[config.mk]
export PLATFORM = sky130hd
export DESIGN_NAME = spi_master_sched
export DESIGN_NICKNAME = d
export VERILOG_FILES = /design/src/rtl/spi_master_sched.sv
export SDC_FILE = /design/constraint.sdc
export NUM_CORES = 1
export LEC_CHECK = 0
export BUFFER_PORTS_ARGS = -buffer_cell sky130_fd_sc_hd__buf_2
export CAP_MARGIN = 30
export CORE_ASPECT_RATIO = 1.2
export CORE_UTILIZATION = 25
export DETAILED_ROUTE_END_ITERATION = 12
export HOLD_SLACK_MARGIN = 0.1
export PLACE_DENSITY_LB_ADDON = 0.15
export SLEW_MARGIN = 5
export SYNTH_ARGS = -nofsm -noshare
export SYNTH_HDL_FRONTEND = slang
export SYNTH_SLANG_ARGS = --single-unit
[constraint.sdc]
create_clock -name clk -period 2 [get_ports clk]
set_clock_uncertainty 0.15 [all_clocks]
set_input_delay 0.4 -clock clk [delete_from_list [all_inputs] [get_ports clk]]
set_output_delay 0.4 -clock clk [all_outputs]
set_load 0.02 [all_outputs]
[src/rtl/spi_master_sched.sv]
// spi_master_sched: round-robin scheduler that shares one SPI bus between NUM_REQ requesters.
// Per grant it drives cs_n/sck/mosi for DATA_LEN bits, gates the receiver and reports its word or a timeout.
module spi_master_sched #(
    parameter int NUM_REQ    = 2,
    parameter int DATA_LEN   = 8,
    parameter int HALF_DIV   = 4,
    parameter int CS_SETUP   = 2,
    parameter int CS_HOLD    = 2,
    parameter int RX_TIMEOUT = 16
) (
    input  logic                          clk,
    input  logic                          rst,
    input  logic [NUM_REQ-1:0]            req,
    input  logic [NUM_REQ*DATA_LEN-1:0]   tx_data,
    output logic [NUM_REQ-1:0]            gnt,
    output logic                          busy,
    output logic                          done,
    output logic [DATA_LEN-1:0]           rx_word,
    output logic                          timeout,
    output logic                          sck,
    output logic                          mosi,
    output logic [NUM_REQ-1:0]            cs_n,
    output logic                          rx_en,
    input  logic                          rx_qvld,
    input  logic [DATA_LEN-1:0]           rx_dout
);
    localparam int IDX_W   = (NUM_REQ > 1) ? $clog2(NUM_REQ) : 1;
    localparam int BIT_W   = $clog2(DATA_LEN + 1);
    localparam int MAX_A   = (HALF_DIV > CS_SETUP) ? HALF_DIV : CS_SETUP;
    localparam int MAX_B   = (CS_HOLD > RX_TIMEOUT) ? CS_HOLD : RX_TIMEOUT;
    localparam int CNT_MAX = (MAX_A > MAX_B) ? MAX_A : MAX_B;
    localparam int CNT_W   = $clog2(CNT_MAX + 1);

    typedef enum logic [2:0] {
        S_IDLE,
        S_SETUP,
        S_HIGH,
        S_LOW,
        S_HOLD,
        S_WAIT_RX,
        S_DONE
    } state_t;

    state_t                 state_q;
    logic [IDX_W-1:0]       ptr_q;
    logic [IDX_W-1:0]       gidx_q;
    logic [CNT_W-1:0]       cnt_q;
    logic [BIT_W-1:0]       bit_cnt_q;
    logic [DATA_LEN-1:0]    sh_q;
    logic [DATA_LEN-1:0]    rx_word_q;
    logic [NUM_REQ-1:0]     gnt_q;
    logic [NUM_REQ-1:0]     cs_n_q;
    logic                   busy_q;
    logic                   done_q;
    logic                   timeout_q;
    logic                   sck_q;
    logic                   rx_en_q;
    logic                   rx_got_q;

    logic                   pick_vld;
    logic [IDX_W-1:0]       pick_idx;
    logic [IDX_W-1:0]       scan_idx;
    logic [DATA_LEN-1:0]    pick_word;

    // Scan downwards from ptr+NUM_REQ-1 so the last hit is the first set bit at or after ptr.
    always_comb begin
        // NOTE: every always_comb output gets a default first so no latch is inferred.
        pick_vld  = 1'b0;
        pick_idx  = '0;
        scan_idx  = '0;
        pick_word = '0;
        for (int k = NUM_REQ - 1; k >= 0; k--) begin
            scan_idx = IDX_W'((int'(ptr_q) + k) % NUM_REQ);
            if (req[scan_idx]) begin
                pick_vld = 1'b1;
                pick_idx = scan_idx;
            end
        end
        for (int i = 0; i < NUM_REQ; i++) begin
            if (pick_idx == IDX_W'(i)) pick_word = tx_data[i*DATA_LEN +: DATA_LEN];
        end
    end

    always_ff @(posedge clk or posedge rst) begin
        if (rst) begin
            state_q   <= S_IDLE;
            ptr_q     <= '0;
            gidx_q    <= '0;
            cnt_q     <= '0;
            bit_cnt_q <= '0;
            sh_q      <= '0;
            rx_word_q <= '0;
            gnt_q     <= '0;
            cs_n_q    <= '1;
            busy_q    <= 1'b0;
            done_q    <= 1'b0;
            timeout_q <= 1'b0;
            sck_q     <= 1'b0;
            rx_en_q   <= 1'b0;
            rx_got_q  <= 1'b0;
        end else begin
            // NOTE: sequential state uses non-blocking assignments so every register sees pre-edge values.
            done_q    <= 1'b0;
            timeout_q <= 1'b0;
            case (state_q)
                S_IDLE: begin
                    if (pick_vld) begin
                        gidx_q    <= pick_idx;
                        gnt_q     <= {{(NUM_REQ-1){1'b0}}, 1'b1} << pick_idx;
                        cs_n_q    <= ~({{(NUM_REQ-1){1'b0}}, 1'b1} << pick_idx);
                        busy_q    <= 1'b1;
                        rx_en_q   <= 1'b1;
                        sh_q      <= pick_word;
                        cnt_q     <= '0;
                        bit_cnt_q <= '0;
                        rx_got_q  <= 1'b0;
                        state_q   <= S_SETUP;
                    end
                end
                S_SETUP: begin
                    if (cnt_q == CNT_W'(CS_SETUP - 1)) begin
                        cnt_q   <= '0;
                        sck_q   <= 1'b1;
                        state_q <= S_HIGH;
                    end else begin
                        cnt_q <= cnt_q + 1'b1;
                    end
                end
                S_HIGH: begin
                    if (cnt_q == CNT_W'(HALF_DIV - 1)) begin
                        cnt_q   <= '0;
                        sck_q   <= 1'b0;
                        state_q <= S_LOW;
                    end else begin
                        cnt_q <= cnt_q + 1'b1;
                    end
                end
                S_LOW: begin
                    if (cnt_q == CNT_W'(HALF_DIV - 1)) begin
                        cnt_q     <= '0;
                        bit_cnt_q <= bit_cnt_q + 1'b1;
                        if (bit_cnt_q == BIT_W'(DATA_LEN - 1)) begin
                            state_q <= S_HOLD;
                        end else begin
                            // mosi moves only here, together with the rising sck edge.
                            sh_q    <= {sh_q[DATA_LEN-2:0], 1'b0};
                            sck_q   <= 1'b1;
                            state_q <= S_HIGH;
                        end
                    end else begin
                        cnt_q <= cnt_q + 1'b1;
                    end
                end
                S_HOLD: begin
                    if (rx_qvld) begin
                        rx_word_q <= rx_dout;
                        rx_got_q  <= 1'b1;
                    end
                    if (cnt_q == CNT_W'(CS_HOLD - 1)) begin
                        cnt_q   <= '0;
                        cs_n_q  <= '1;
                        state_q <= S_WAIT_RX;
                    end else begin
                        cnt_q <= cnt_q + 1'b1;
                    end
                end
                S_WAIT_RX: begin
                    if (rx_got_q || rx_qvld || cnt_q == CNT_W'(RX_TIMEOUT - 1)) begin
                        if (!rx_got_q) begin
                            if (rx_qvld) begin
                                rx_word_q <= rx_dout;
                            end else begin
                                rx_word_q <= '0;
                                timeout_q <= 1'b1;
                            end
                        end
                        done_q  <= 1'b1;
                        gnt_q   <= '0;
                        busy_q  <= 1'b0;
                        rx_en_q <= 1'b0;
                        sh_q    <= '0;
                        ptr_q   <= (gidx_q == IDX_W'(NUM_REQ - 1)) ? '0 : gidx_q + 1'b1;
                        state_q <= S_DONE;
                    end else begin
                        cnt_q <= cnt_q + 1'b1;
                    end
                end
                S_DONE: begin
                    state_q <= S_IDLE;
                end
                default: begin
                    state_q <= S_IDLE;
                end
            endcase
        end
    end

    assign gnt     = gnt_q;
    assign busy    = busy_q;
    assign done    = done_q;
    assign rx_word = rx_word_q;
    assign timeout = timeout_q;
    assign sck     = sck_q;
    assign mosi    = sh_q[DATA_LEN-1];
    assign cs_n    = cs_n_q;
    assign rx_en   = rx_en_q;

endmodule

== Word-level counts from Yosys, hierarchy flattened ==
Index checks and enable logic that the tools add are counted.
Operators by class
  $add $sub $neg: 4
  order comparisons: 2
  equal/unequal tests: 19
  shifts and indexed selects: 1
  muxes and demuxes: 59
  bitwise operators: 1
  reduce and logical (&&, ||, !) cells: 23
Operators by type and width (number)
  two-way mux 8 bit: 9
  one-hot mux 8 bit (3 select lines): 1
  two-way mux 1 bit: 23
  two-way mux 3 bit: 7
  two-way mux 5 bit: 4
  inequality test 2 bit, second input constant: 10
  one-hot mux 5 bit (4 select lines): 1
  one-hot mux 3 bit (6 select lines): 1
  one-hot mux 8 bit (2 select lines): 1
  AND reduction 3 bit: 5
  AND reduction 5 bit: 2
  two-way mux 2 bit: 4
  two-way mux 4 bit: 2
  one-hot mux 2 bit (2 select lines): 2
  one-hot mux 4 bit (2 select lines): 1
  nonzero test 2 bit: 4
  == test 3 x 2 -> 1 bit, second input constant: 2
  == test 3 bit, second input constant: 2
  AND reduction 6 bit: 1
  nonzero test 3 bit: 2
  adder 5 x 1 -> 5 bit, second input constant: 1
  == test 5 x 1 -> 1 bit, second input constant: 1
  == test 5 x 2 -> 1 bit, second input constant: 1
  == test 5 x 4 -> 1 bit, second input constant: 1
  15 further kinds: 21
Storage, ports and cells
  bits in registers: 39
  input bits: 29
  output and inout bits: 18
  logic and storage cells: 123

== Depth between registers and ports, before layout ==
  depth after elaboration: 9
  gate-level depth with buffers: 8
  depth with buffers taken out: 7

== Worst setup path after synthesis ==
Ideal clock, no wire load.
  path type: flip-flop to flip-flop
  from: register cnt_q[0]
  to: register state_q[0]
  setup time: 0.128 ns
  data arrival time: 1.858 ns
  data required time: 1.722 ns
  setup slack: -0.135 ns
  stages on the path, launching flop included: 8
  buffers on the path: 0
  period minus slack after synthesis: 2.135 ns
  cell sequence: dfrtp_1 ha_1 and3_1 ha_1 inv_1 a32oi_2 o311ai_1 mux2_1
On the way
  longest elaborated chain between the ends: 4
  elaborated cells between the ends (all ways): 10
  classes of those cells: 8 x eq/ne; 2 x reduce/logical
RTL lines
  from (decl): line 47  | logic [CNT_W-1:0] cnt_q;
  from (signal assigned): line 126  | cnt_q <= cnt_q + 1'b1;
  from (signal assigned): line 135  | cnt_q <= cnt_q + 1'b1;
  from (signal assigned): line 151  | cnt_q <= cnt_q + 1'b1;
  == test 5 x 4 -> 1 bit: line 168  | if (rx_got_q || rx_qvld || cnt_q == CNT_W'(RX_TIMEOUT - 1)) begin
  logical OR 1 bit: line 168
  inequality test 2 bit (no line)
  AND reduction 6 bit (no line) (*)
  to (signal assigned): line 162  | state_q <= S_WAIT_RX;
  to (signal assigned): line 183  | state_q <= S_DONE;
  to (signal assigned): line 189  | state_q <= S_IDLE;
  to (decl): line 44  | state_t state_q;
Mark *: on every way between the ends. The rest lies on a longest branch, timed or not.
A chain may end at the register's enable or synchronous reset.

== Final worst setup path ==
  from: register cnt_q[0]
  to: register sh_q[0]
On the way
  longest elaborated chain between the ends: 4
  elaborated cells between the ends (all ways): 6
  classes of those cells: 4 x eq/ne; 2 x reduce/logical
RTL lines
  == test 5 x 4 -> 1 bit: line 168
  logical OR 1 bit: line 168
  inequality test 2 bit (no line)
  AND reduction 5 bit (no line) (*)
  to (signal assigned): line 113  | sh_q <= pick_word;
  to (signal assigned): line 146  | sh_q <= {sh_q[DATA_LEN-2:0], 1'b0};
  to (decl): line 49  | logic [DATA_LEN-1:0] sh_q;
Marked as above.

==> impl_metrics.csv <==
group,metric,value,unit
run_status,status,"completed",
logic_synthesis,yosysSeqAreaShare,0.4518,
worst_hold_path,min_delay_worst_endpoint,"rx_word[2]$_DFFE_PP0P_",
cells_and_area,diodes,0,
drt,routedWlPerCell,13.28,um
cells_and_area,fillers,863,
drt,wirelength,5.551,mm
worst_setup_path,worstSetupPathType,"reg2reg",
worst_hold_path,hp-start,"rx_dout[2]",
cells_and_area,drive_above_1_share,0.4145,
cells_and_area,mostFrequentLayoutCell,"buf_2",
floorplan,pin_count,47,
drt,via_count,1973,
floorplan,rows,36,
cts,cts_max_path_buffers,2,
floorplan,design.core.area,0.008243,mm^2
logic_synthesis,netlist_instances,219,
worst_setup_path,crit_family,"simple AND/OR/NAND/NOR gates",
sta,finalCritPeriodShare,0.9895,
logic_synthesis,avgSynthCellArea,9.890,um^2
logic_synthesis,synth-edff-count,0,
logic_synthesis,synth_nets,252,
worst_setup_path,slowest_delay,500,ps
cells_and_area,final_util,0.3745,
drt,drc,0,
sta,relSlewSlack,0.6646,
sta,final_hold_viol_count,0,
cts,clk_transition_reported_paths,80,ps
sta,finalSetupTns,0,ps
worst_hold_path,min_path_type,"in2reg",
sta,rsz0062_at_grt,"yes",
floorplan,die_h,104.0,um
worst_setup_path,cp.depth,6,
sta,layout_min_cycle_time,1979,ps
cts,insertion_delay,290,ps
worst_setup_path,r2r_start,"cnt_q[0]$_DFFE_PP0P_",
power_and_ir_drop,ir_drop,0.3492,mV
placed_design,hpwl,4.073,mm
worst_setup_path,cp_max_fo,4,
global_route,grt_pass1_vias,1956,
worst_setup_path,r2r-end,"sh_q[0]$_DFFE_PP0P_",
global_route,grt_antenna_before_repair,0,
floorplan,fp.dieW,86.97,um
power_and_ir_drop,fin_total_pwr,0.003856,W
cells_and_area,finalNetCount,336,
sta,final_max_slew_viol_count,0,
cts,cts_tree,"built",
global_route,grt_pass1_wl,9.480,mm
worst_setup_path,worst-r2r-setup-slack,20,ps
global_route,grt_max_degree,40,
cts,h-tree-depth,2,
drt,drtIter0Drc,89,
floorplan,dieArea,0.009041,mm^2
worst_setup_path,worstPathCellList,"ha_4 > or4b_4 > a22oi_4 > and3_4 > buf_6 > mux2i_1",
logic_synthesis,synthesis.area,0.002166,mm^2
drt,ant_nets,0,
drt,drt_first_pass_iters,4,
sta,fmax,505.3,MHz
global_route,grt-ovfl-total,0,
cells_and_area,area_growth,42.52,%
cells_and_area,layout_common_cells,"buf_2, dfrtp_1, buf_4",
placed_design,gp_congestion,0.7536,
logic_synthesis,synth_warnings,0,
sta,worstMarginPinSlew,503.1,ps
logic_synthesis,ys_types,56,
global_route,grtUsageTotal,0.1331,
drt,vias_per_cell,4.720,
worst_setup_path,crit_path_end_kind,"flop",
cts,cts_sinks,39,
placed_design,io_buffers,46,
worst_setup_path,slowest_stage,"or4b_4",
cts,cts_root_buf,"clkbuf_8",
power_and_ir_drop,power.leakage,1.389,nW
worst_setup_path,arrival,2050,ps
floorplan,start_util,0.2628,
worst_setup_path,cp.required,2070,ps
worst_setup_path,reg2reg_depth,6,
worst_setup_path,crit_path_start_kind,"flop",
power_and_ir_drop,power_per_cell_area,1249,mW/mm^2
sta,setup_viol,0,
logic_synthesis,ys_ff_latch,39,
flow_run,drv_cap,0,
worst_hold_path,min_path_cells,2,
cts,cts_buffers,5,
worst_setup_path,path_buf_inv,1,
logic_synthesis,async_flop_share,1.000,
logic_synthesis,synthFlopType,"dfrtp_1",
==> flip-flops by register name, indices dropped and copies added, names as in the netlist <==
register	flops
bit_cnt_q	4
cnt_q	5
cs_n	2
done	1
gidx_q	1
gnt	2
ptr_q	1
rx_en	1
rx_got_q	1
rx_word	8
sck	1
sh_q	8
state_q	3
timeout	1
==> through the flow <==
step                      instance area, um^2  setup WS, ps  cells  hold WS (ps)
final                                    3087         20.99    418         183.5
after global routing                     3087        -48.01    418         175.8
after CTS                                2982        -20.66    417         172.0
after detailed placement                 2823        -98.45    406         305.9
after global placement                   2823        -42.48    406         312.0
after floorplan                          2212        -22.80    219         283.0
==> worst max path at each step <==
stage	startpoint	end
after floorplan	cnt_q[0]$_DFFE_PP0P_	state_q[0]$_DFFE_PP0P_
after global placement	cnt_q[0]$_DFFE_PP0P_	gnt[1]$_DFFE_PP0P_
after detailed placement	cnt_q[0]$_DFFE_PP0P_	gnt[1]$_DFFE_PP0P_
after CTS	cnt_q[1]$_DFFE_PP0P_	sh_q[0]$_DFFE_PP0P_
after global routing	cnt_q[0]$_DFFE_PP0P_	state_q[2]$_DFFE_PP0P_
final	cnt_q[0]$_DFFE_PP0P_	sh_q[0]$_DFFE_PP0P_
==> worst register-to-register path, delay by kind of cell, from the launching register on <==
family	cells	cell delay (ps)
flops	1	420
compound gates	1	180
buf+inv	1	100
simple gates	2	720
mux	1	160
fa+ha+maj	1	170
==> synthesized netlist by cell type, types with 2 or more instances <==
master,instances,share of area
dfrtp_1,37,0.43
nand2_1,19,0.033
a31oi_1,15,0.043
and3_1,12,0.035
o21ai_0,12,0.028
a22o_1,11,0.044
a21boi_0,10,0.035
nor2_1,8,0.014
inv_1,7,0.012
o31ai_1,7,0.024
a21oi_1,6,0.014
o21ai_1,6,0.014
nand2b_1,5,0.014
clkbuf_1,4,0.0069
ha_1,4,0.023
o2bb2ai_1,4,0.016
and2_1,3,0.0087
nand3_1,3,0.0069
nor2b_1,3,0.0087
buf_2,2,0.0046
buf_4,2,0.0069
dfstp_2,2,0.024
mux2i_1,2,0.0092
nor4b_2,2,0.014
or2_2,2,0.0058
==> metal layers <==
metal	up-vias	global-route usage	wire [um]
met1	922	0.1765	2598
li1	994	-	-
met5	-	0	0
met3	5	0.02222	204
met2	52	0.2143	2662
met4	0	0.05000	85
==> final cells by class <==
type                            count  area [um^2]  share of cell area
Clock inverter                      1        5.005            0.001621
Sequential cell                    39        978.4              0.3170
Multi-Input combinational cell    162         1286              0.4167
Timing Repair Buffer               88        571.8              0.1852
Inverter                            7        26.28            0.008512
Tap cell                          114        142.6             0.04621
Clock buffer                        7        76.32             0.02473
==> repair_timing <==
item                                    in CTS  in global routing
pin swaps                                    5                  9
endpoints found under the hold margin       37                  0
hold buffers                                 1                  0
gates resized for setup                     11                 17
buffers inserted                             2                  1
endpoints found under the setup margin      10                 29
==> kinds of logic (layout without fill, tap and decap cells) <==
family,Yosys count,count (layout),synth area share
AOI/OAI and AO/OA,83,83,0.2727
and+or+nand+nor,70,70,0.1889
DFF,39,39,0.4518
buffers and inverters,18,103,0.03986
adders and majority gates,4,4,0.02311
muxes,4,4,0.01964
xor gates and xnor gates,1,1,0.004045
==> report_power, final <==
group,switching (W),internal (W),leakage [nW]
Clock,0.000284,0.000245,0.0422
Combinational,0.00103,0.00106,0.850
Sequential,0.000207,0.00103,0.498
Total,0.00152,0.00234,1.39
No activity file was read; power rests on OpenSTA's default activity.
